**src/rtl/dmem_arbiter_pkg.sv**
```systemverilog
// Shared types and helpers for the data-memory arbiter.
// - state_t      : arbiter FSM states
// - port_id_t    : which requester owns the issue register
// - SZ_*         : access size encodings carried in ctrl[1:0]
// - is_misaligned: flags illegal sizes and unaligned half/word accesses
package dmem_arb_pkg;

    typedef enum logic [1:0] {
        IDLE   = 2'd0,
        ACCESS = 2'd1,
        RESP   = 2'd2
    } state_t;

    typedef enum logic {
        PORT0 = 1'b0,
        PORT1 = 1'b1
    } port_id_t;

    localparam logic [1:0] SZ_BYTE = 2'b00;
    localparam logic [1:0] SZ_HALF = 2'b01;
    localparam logic [1:0] SZ_WORD = 2'b10;

    // Size 2'b11 has no meaning and is rejected together with misalignment.
    function automatic logic is_misaligned(input logic [1:0] addr_lo,
                                           input logic [1:0] size);
        logic bad;
        bad = 1'b0;
        case (size)
            SZ_BYTE: bad = 1'b0;
            SZ_HALF: bad = addr_lo[0];
            SZ_WORD: bad = (addr_lo != 2'b00);
            default: bad = 1'b1;
        endcase
        return bad;
    endfunction

endpackage

```
**src/rtl/dmem_arbiter_if.sv**
```systemverilog
// Requester-side bus of the data-memory arbiter.
// - req/we/addr/ctrl/wdata : request, driven by the requester (master)
// - gnt                    : combinational accept from the arbiter
// - rvalid/rdata/err       : one-cycle response from the arbiter
interface dmem_arbiter_if #(
    parameter int DATA_WIDTH = 32
);
    logic                  req;
    logic                  we;
    logic [DATA_WIDTH-1:0] addr;
    logic [2:0]            ctrl;
    logic [DATA_WIDTH-1:0] wdata;
    logic                  gnt;
    logic                  rvalid;
    logic [DATA_WIDTH-1:0] rdata;
    logic                  err;

    modport master (
        output req, we, addr, ctrl, wdata,
        input  gnt, rvalid, rdata, err
    );

    modport slave (
        input  req, we, addr, ctrl, wdata,
        output gnt, rvalid, rdata, err
    );
endinterface

```
**src/rtl/dmem_arbiter.sv**
```systemverilog
// Arbitrates the single-port data memory between two requesters.
// Port p0 (load/store stage) has fixed priority; port p1 (loader/debug)
// is guaranteed progress by a starvation counter. Each accepted request is
// registered, drives memory for one cycle (ACCESS) and is answered one cycle
// later (RESP). Misaligned/illegal requests never write memory.
// Ports:
// - clk, rst        : clock, synchronous active-high reset
// - p0, p1          : requester buses (slave side)
// - mem_a/mem_we/mem_ctrl/mem_wd : memory command, valid in ACCESS
// - mem_rd          : combinational memory read data
// - busy            : FSM not idle
import dmem_arb_pkg::*;

module dmem_arbiter #(
    parameter int DATA_WIDTH   = 32,
    parameter int STARVE_LIMIT = 4
) (
    input  logic                  clk,
    input  logic                  rst,
    dmem_arbiter_if.slave         p0,
    dmem_arbiter_if.slave         p1,
    output logic [DATA_WIDTH-1:0] mem_a,
    output logic                  mem_we,
    output logic [2:0]            mem_ctrl,
    output logic [DATA_WIDTH-1:0] mem_wd,
    input  logic [DATA_WIDTH-1:0] mem_rd,
    output logic                  busy
);

    localparam int CNT_W = $clog2(STARVE_LIMIT + 1);
    localparam logic [CNT_W-1:0] CNT_MAX = CNT_W'(STARVE_LIMIT);

    state_t                state;
    logic [CNT_W-1:0]      starve_cnt;

    logic                  issue_we;
    logic [DATA_WIDTH-1:0] issue_addr;
    logic [2:0]            issue_ctrl;
    logic [DATA_WIDTH-1:0] issue_wdata;
    port_id_t              issue_port;
    logic [DATA_WIDTH-1:0] rdata_q;

    logic                  accept_window;
    logic                  starved;
    logic                  p0_win;
    logic                  p1_win;
    logic                  accept;
    logic                  issue_err;
    logic                  resp;

    // Accept decision: only from IDLE/RESP, never during reset.
    always_comb begin
        accept_window = !rst && (state == IDLE || state == RESP);
        starved       = (starve_cnt == CNT_MAX);
        p1_win        = accept_window && p1.req && (starved || !p0.req);
        p0_win        = accept_window && p0.req && !p1_win;
        accept        = p0_win || p1_win;
        issue_err     = is_misaligned(issue_addr[1:0], issue_ctrl[1:0]);
        resp          = !rst && (state == RESP);
    end

    always_ff @(posedge clk) begin
        if (rst) begin
            state       <= IDLE;
            starve_cnt  <= '0;
            issue_we    <= 1'b0;
            issue_addr  <= '0;
            issue_ctrl  <= '0;
            issue_wdata <= '0;
            issue_port  <= PORT0;
            rdata_q     <= '0;
        end else begin
            case (state)
                IDLE:    if (accept) state <= ACCESS;
                ACCESS:  state <= RESP;
                RESP:    state <= accept ? ACCESS : IDLE;
                default: state <= IDLE;
            endcase

            // Issue register: winner's request captured on accept.
            if (p1_win) begin
                issue_we    <= p1.we;
                issue_addr  <= p1.addr;
                issue_ctrl  <= p1.ctrl;
                issue_wdata <= p1.wdata;
                issue_port  <= PORT1;
            end else if (p0_win) begin
                issue_we    <= p0.we;
                issue_addr  <= p0.addr;
                issue_ctrl  <= p0.ctrl;
                issue_wdata <= p0.wdata;
                issue_port  <= PORT0;
            end

            // Response data: stores and rejected accesses answer with zero.
            if (state == ACCESS)
                rdata_q <= (issue_we || issue_err) ? '0 : mem_rd;

            // p0 winning while p1 waits is a lost opportunity for p1.
            if (!p1.req || p1_win)
                starve_cnt <= '0;
            else if (p0_win && starve_cnt != CNT_MAX)
                starve_cnt <= starve_cnt + CNT_W'(1);
        end
    end

    assign p0.gnt    = p0_win;
    assign p1.gnt    = p1_win;

    assign p0.rvalid = resp && (issue_port == PORT0);
    assign p1.rvalid = resp && (issue_port == PORT1);
    assign p0.err    = p0.rvalid && issue_err;
    assign p1.err    = p1.rvalid && issue_err;
    assign p0.rdata  = p0.rvalid ? rdata_q : '0;
    assign p1.rdata  = p1.rvalid ? rdata_q : '0;

    // Memory command always reflects the issue register; only the write
    // enable is qualified, and a reset edge cancels a pending store.
    assign mem_a     = issue_addr;
    assign mem_ctrl  = issue_ctrl;
    assign mem_wd    = issue_wdata;
    assign mem_we    = (state == ACCESS) && issue_we && !issue_err && !rst;
    assign busy      = (state != IDLE);

endmodule

```
**src/flat_wrapper.sv**
```systemverilog
// flat-port wrapper written by rule: the top's interface ports become plain ports
module dmem_arbiter_flat 
#(
    parameter int DATA_WIDTH   = 32,
    parameter int STARVE_LIMIT = 4
)
  (clk, rst, mem_a, mem_we, mem_ctrl, mem_wd, mem_rd, busy, p0_req, p0_we, p0_addr, p0_ctrl, p0_wdata, p0_gnt, p0_rvalid, p0_rdata, p0_err, p1_req, p1_we, p1_addr, p1_ctrl, p1_wdata, p1_gnt, p1_rvalid, p1_rdata, p1_err);
  dmem_arbiter_if #(.DATA_WIDTH(DATA_WIDTH)) p0_i ();
  dmem_arbiter_if #(.DATA_WIDTH(DATA_WIDTH)) p1_i ();
  input  logic clk;
  input  logic rst;
  output logic [DATA_WIDTH-1:0] mem_a;
  output logic mem_we;
  output logic [2:0] mem_ctrl;
  output logic [DATA_WIDTH-1:0] mem_wd;
  input  logic [DATA_WIDTH-1:0] mem_rd;
  output logic busy;
  input wire logic [$bits(p0_i.req)-1:0] p0_req;
  input wire logic [$bits(p0_i.we)-1:0] p0_we;
  input wire logic [$bits(p0_i.addr)-1:0] p0_addr;
  input wire logic [$bits(p0_i.ctrl)-1:0] p0_ctrl;
  input wire logic [$bits(p0_i.wdata)-1:0] p0_wdata;
  output wire logic [$bits(p0_i.gnt)-1:0] p0_gnt;
  output wire logic [$bits(p0_i.rvalid)-1:0] p0_rvalid;
  output wire logic [$bits(p0_i.rdata)-1:0] p0_rdata;
  output wire logic [$bits(p0_i.err)-1:0] p0_err;
  input wire logic [$bits(p1_i.req)-1:0] p1_req;
  input wire logic [$bits(p1_i.we)-1:0] p1_we;
  input wire logic [$bits(p1_i.addr)-1:0] p1_addr;
  input wire logic [$bits(p1_i.ctrl)-1:0] p1_ctrl;
  input wire logic [$bits(p1_i.wdata)-1:0] p1_wdata;
  output wire logic [$bits(p1_i.gnt)-1:0] p1_gnt;
  output wire logic [$bits(p1_i.rvalid)-1:0] p1_rvalid;
  output wire logic [$bits(p1_i.rdata)-1:0] p1_rdata;
  output wire logic [$bits(p1_i.err)-1:0] p1_err;
  assign p0_i.req = p0_req;
  assign p0_i.we = p0_we;
  assign p0_i.addr = p0_addr;
  assign p0_i.ctrl = p0_ctrl;
  assign p0_i.wdata = p0_wdata;
  assign p0_gnt = p0_i.gnt;
  assign p0_rvalid = p0_i.rvalid;
  assign p0_rdata = p0_i.rdata;
  assign p0_err = p0_i.err;
  assign p1_i.req = p1_req;
  assign p1_i.we = p1_we;
  assign p1_i.addr = p1_addr;
  assign p1_i.ctrl = p1_ctrl;
  assign p1_i.wdata = p1_wdata;
  assign p1_gnt = p1_i.gnt;
  assign p1_rvalid = p1_i.rvalid;
  assign p1_rdata = p1_i.rdata;
  assign p1_err = p1_i.err;
  dmem_arbiter #(.DATA_WIDTH(DATA_WIDTH), .STARVE_LIMIT(STARVE_LIMIT)) u_core (.clk(clk), .rst(rst), .p0(p0_i), .p1(p1_i), .mem_a(mem_a), .mem_we(mem_we), .mem_ctrl(mem_ctrl), .mem_wd(mem_wd), .mem_rd(mem_rd), .busy(busy));
endmodule
```
**config.mk**
```make
export PLATFORM = sky130hd
export DESIGN_NAME = dmem_arbiter_flat
export DESIGN_NICKNAME = d
export VERILOG_FILES = /design/src/rtl/dmem_arbiter_pkg.sv /design/src/rtl/dmem_arbiter_if.sv /design/src/rtl/dmem_arbiter.sv /design/src/flat_wrapper.sv
export SDC_FILE = /design/constraint.sdc
export NUM_CORES = 1
export LEC_CHECK = 0
export CORE_ASPECT_RATIO = 0.8
export CORE_UTILIZATION = 36
export CTS_CLUSTER_DIAMETER = 150
export DETAILED_ROUTE_END_ITERATION = 7
export PLACE_DENSITY = 0.74
export SYNTH_ARGS = -nofsm -noshare
export SYNTH_HDL_FRONTEND = slang
export SYNTH_SLANG_ARGS = --single-unit
```
**constraint.sdc**
```tcl
create_clock -name clk -period 1.5 [get_ports clk]
set_input_delay 0.225 -clock clk [delete_from_list [all_inputs] [get_ports clk]]
set_output_delay 0.225 -clock clk [all_outputs]
set_load 0.01 [all_outputs]
```
## Yosys cells after proc, flatten, opt, wreduce, memory -nomap -nowiden

Cells that the tools add are included.

- Register bits: 106
- Input bits: 172
- Output and inout bits: 139
- Word-level logic and storage cells: 64

- $add $sub $neg: 1
- Equality and inequality tests: 7
- Mux-type cells: 17
- Bitwise operators: 1
- Reduce and logical (&&, ||, !) cells: 30

Operators by type and width:

| operator | number |
|---|---|
| $mux 32 | 7 |
| $logic_and 1x1->1 | 14 |
| $mux 3 | 2 |
| $pmux 2 s3 | 1 |
| $reduce_bool 2->1 | 3 |
| $logic_not 1->1 | 5 |
| $logic_or 1x1->1 | 5 |
| $mux 1 | 5 |
| $eq 2x1->1 const B | 2 |
| $eq 2x2->1 const B | 2 |
| $logic_not 2->1 | 2 |
| $add 3x1->3 const B | 1 |
| $eq 3x3->1 const B | 1 |
| $ne 3x3->1 const B | 1 |
| $pmux 1 s3 | 1 |
| $mux 2 | 1 |
| $ne 2x1->1 const B | 1 |
| $reduce_or 2->1 | 1 |
| $not 1->1 | 1 |

## Logic depth before layout (Yosys ltp)

- Depth in word-level cells: 10
- Mapped depth: 7
- Depth with buffers taken out: 6

## Worst setup path before layout

No wires, ideal clock.

- Path kind: reg2reg
- Start: register u_core.starve_cnt[0]
- End: register u_core.issue_addr[25] (netlist: u_core.mem_a[25])
- Library setup time: 134 ps
- Data arrival time: 1,560 ps
- Data required time: 1,366 ps
- Path slack: -194 ps
- Cell stages (with the launch flop): 8
- Buffers on the path: 2
- Period minus slack after synthesis: 1,694 ps
- Cell sequence: dfxtp_1 > inv_1 > ha_1 > a21bo_2 > buf_6 > buf_6 > a2111oi_0 > nor4_1

- Word-level cells in the longest chain between the ends: 6
- Elaborated cells on any way between the ends: 7
- Those cells by class: eq/ne (1); mux (1); reduce/logical (5)

RTL lines:

| element | line | text |
|---|---|---|
| start: declaration | dmem_arbiter.sv:34 | `logic [CNT_W-1:0] starve_cnt;` |
| start signal: assignment | dmem_arbiter.sv:103 | `starve_cnt <= starve_cnt + CNT_W'(1);` |
| $eq 3x3->1 * | dmem_arbiter.sv:54 | `starved = (starve_cnt == CNT_MAX);` |
| $logic_or 1x1->1 * | dmem_arbiter.sv:55 | `p1_win = accept_window && p1.req && (starved \|\| !p0.req);` |
| $logic_and 1x1->1 * | dmem_arbiter.sv:55 |  |
| $logic_not 1->1 | dmem_arbiter.sv:56 | `p0_win = accept_window && p0.req && !p1_win;` |
| $logic_and 1x1->1 | dmem_arbiter.sv:56 |  |
| $reduce_bool 2->1 (no line) | n/a |  |
| end signal: assignment | dmem_arbiter.sv:83 | `issue_addr <= p1.addr;` |
| end signal: assignment | dmem_arbiter.sv:89 | `issue_addr <= p0.addr;` |
| end: declaration | dmem_arbiter.sv:37 | `logic [DATA_WIDTH-1:0] issue_addr;` |

Mark *: on every way between the ends. The rest lies on a longest branch, timed or not.
A chain may end at the register's enable or synchronous reset.

## Final worst setup path

- Start: register u_core.state[0]
- End: output port p0_rdata[31]

- Word-level cells in the longest chain between the ends: 4

RTL lines:

| element | line | text |
|---|---|---|
| start: declaration | dmem_arbiter.sv:33 | `state_t state;` |
| start signal: assignment | dmem_arbiter.sv:76 | `RESP: state <= accept ? ACCESS : IDLE;` |
| $eq 2x2->1 | dmem_arbiter.sv:59 | `resp = !rst && (state == RESP);` |
| $logic_and 1x1->1 | dmem_arbiter.sv:59 |  |
| $logic_and 1x1->1 | dmem_arbiter.sv:110 | `assign p0.rvalid = resp && (issue_port == PORT0);` |
| $mux 32 | dmem_arbiter.sv:114 | `assign p0.rdata = p0.rvalid ? rdata_q : '0;` |
| end: declaration | flat_wrapper.sv:25 | `output wire logic [$bits(p0_i.rdata)-1:0] p0_rdata;` |

No other way between the ends.

==> impl_metrics.toml <==
[place]
dp.final_hpwl_um = 15500
place.gp.congestion = 0.789
pre_cts_ws_ps = -557
io_buffers = 310
postPlaceCellArea_um2 = 9760
dp.cells = 1118

[synth]
seq_area_frac_synth_pct = 37.2
synth_most_common_cell = "dfxtp_1"
synth_edf_count = 0
synth_area_leaders = "dfxtp_1 (37%), a2111oi_0 (10%), nor4b_1 (10%)"
ys_warn_count = 0
ys_seq_elements = 106
async_reset_ff_share_pct = 0
synth_flop_cell = "dfxtp_1"
synth.top_cell.area_share_pct = 37.2
synthCells = 641
ys_types = 35
syn-mean-instance-area_um2 = 8.91
syn_area_um2 = 5710
synth_common_cells = "dfxtp_1 (106), a21oi_1 (72)"
synth_top_area_cell = "dfxtp_1"
syn-num-nets = 815

[global_route]
grt_use_met1_pct = 41.7
grt_max_degree = 79
grt_pass1_wl_um = 45900
gr-total-overflow = 0
antenna_found_initial = 0
grtUsageTotal_pct = 37.4
grt_pass1_vias = 7850
use_met2_pct = 64.2
busiest_layer = "met2"
gr-usage-met3_pct = 9.58

[sta]
whs_ps = 376
finalSetupViolCount = 177
fin_skew_ps = 8.60
period_minus_slack_ps = 2040
setup_slack_ps = -537
relSlewSlack_pct = 39.5
max_freq_ghz = 0.491
fin_crit_sh_pct = 136
rsz0062_at_grt = "true"
hold_viol_final = 0
tightest_slew_ps = 908
report.final.slew_viol_count = 0

[drt]
wl_per_cell_um = 32.3
dr.pass1.iters = 5
vias_per_cell = 6.80
drcViolationCount = 0
final_antenna_net_count = 0
drt_iter0_drc = 796
drt_wl_total_um = 39800
num_vias = 8396

[clock_tree]
clkTransAtPathRegs_ps = 80
cts_sinks = 106
worstSkewPairLatency_ps = 370
cts_htree_levels = 3
cts_tree = "done"
cts_buffers = 9
hold_buffers = 0
cts_root_buf = "clkbuf_16"
clk_path_buf_depth = 2

[layout]
finalInstanceArea_um2 = 13800
area_growth_syn_to_layout_pct = 142
final_cells = 1235
layout-drive-gt1-share_pct = 45.1
layout.nets = 1193

[floorplan]
die_w_um = 143
rows = 40
die-height_um = 115
io-pin-count = 311
core_area_um2 = 15300
start_util_pct = 37.4
dieArea_um2 = 16400

[worst_setup_path]
crit_path_start_kind = "register"
end_kind = "output port"
cp.required_ps = 1270
critPathKind = "reg -> out"
crit_arrival_ps = 1810
crit_fanout = 8

[pwr]
power.switching_mw = 3.17
pwr-share-clk_pct = 27.0
p_per_area_nw_per_um2 = 676
p_comb_share_pct = 38.7
leakage_nw = 5.43
seqPwrFrac_pct = 34.3
peakVddDrop_v = 0.000672
swShare_pct = 33.9
total_power_mw = 9.34
p_int_mw = 6.17

[run_status]
outcome = "finished, violations left"
violations = "negative setup slack"

[job]
cap_violations = 0

[hold_path]
hp-class = "in -> reg"
[area by class of cell]
class	instances	area [µm²]
diodes	1	2.50
clock buffers	11	233
clock inverters	5	62.6
fillers	537	1460
inverters	5	21.3
multi-input cells	436	5580
flip-flops and latches	106	2130
well taps	210	263
repair buffers	461	5510
[timing repair]
| action | 4_1_cts | 5_1_grt |
|---|---|---|
| cloned | 33 | 12 |
| endpoints found under the setup margin | 159 | 217 |
| buffers inserted | 29 | 36 |
| pin swaps | 105 | 95 |
| resized for setup | 545 | 208 |
[per-stage QoR]
step / setup TNS [ps] / utilization (%)
after floorplan: -1090 / -
after global placement: -46250 / 64.0
after detailed placement: -51690 / 64.0
after CTS: -43040 / 81.5
after global routing: -56090 / 90.4
final: -50740 / 90.5
[layer usage]
| metal | wire length (µm) | up-vias |
|---|---|---|
| met1 | 13800 | 4076 |
| met2 | 18600 | 752 |
| li1 | - | 3304 |
| met5 | 0 | - |
| met3 | 4130 | 264 |
| met4 | 3240 | 0 |
[cells by family after synthesis]
kind of cell / share of synthesized area (%)
compound gates: 22.9
fa+ha+maj: 0.438
buf+inv: 7.98
flops: 37.2
simple gates: 31.5
[power by group through the flow]
stage                     Combinational, mW  Sequential (mW)  Clock [mW]
after floorplan                       0.903             3.27           0
after global placement                 2.04             3.22           0
after detailed placement               2.09             3.23           0
after CTS                              3.10             3.16        2.48
after global routing                   3.69             3.21        2.59
final                                  3.62             3.20        2.52
[sequential cells by signal (all words and copies together), names as in the netlist]
signal / cells
u_core.mem_wd: 32
u_core.mem_a: 32
u_core.issue_we: 1
u_core.state: 2
u_core.starve_cnt: 3
u_core.issue_port: 1
u_core.rdata_q: 32
u_core.mem_ctrl: 3
[worst paths after layout]
| path | start | cells after the start | slack [ps] | to |
|---|---|---|---|---|
| worst min register to register | u_core.rdata_q[16]$_SDFFE_PP0N_ | 1 | 490 | u_core.rdata_q[16]$_SDFFE_PP0N_ |
| worst max-delay path | u_core.state[0]$_SDFFE_PP0P_ | 7 | -540 | p0_rdata[31] |
| worst min-delay path | rst | 3 | 380 | u_core.mem_a[1]$_SDFFE_PP0P_ |
| worst max register to register | u_core.starve_cnt[0]$_SDFFE_PP0P_ | 7 | -370 | u_core.mem_a[21]$_SDFFE_PP0P_ |
[cell usage in the layout, fill, tap and decap left out, types with 2 or more instances in the layout]
cell | netlist | final
dfxtp_4 | 0 | 2
or2_4 | 0 | 2
dfxtp_2 | 0 | 3
o2bb2ai_2 | 0 | 2
o2bb2ai_1 | 32 | 30
buf_12 | 0 | 31
dlygate4sd2_1 | 0 | 16
nand3b_1 | 32 | 32
buf_8 | 0 | 3
clkbuf_16 | 0 | 19
a2111oi_4 | 0 | 68
clkinvlp_4 | 0 | 2
nor4_2 | 0 | 30
dfxtp_1 | 106 | 101
buf_4 | 3 | 55
and2_1 | 67 | 38
nor2_4 | 0 | 3
dlymetal6s2s_1 | 0 | 41
clkdlybuf4s50_1 | 0 | 179
nor4b_4 | 0 | 43
nor4b_2 | 0 | 24
buf_16 | 0 | 34
buf_2 | 16 | 41
buf_6 | 7 | 50
and2_4 | 0 | 29
nor4_1 | 68 | 38
a21oi_1 | 72 | 70
clkbuf_1 | 68 | 2
nor2_1 | 4 | 2
inv_1 | 5 | 2
inv_2 | 0 | 2
[worst max-delay path, stage by stage (launching register included)]
cell       delay, ps
dfxtp_4          350
or2_4            240
nor3_4           200
buf_4            160
buf_6            100
clkbuf_16        150
and2_4           150
buf_6             90
(Power assumes the default switching activity.)
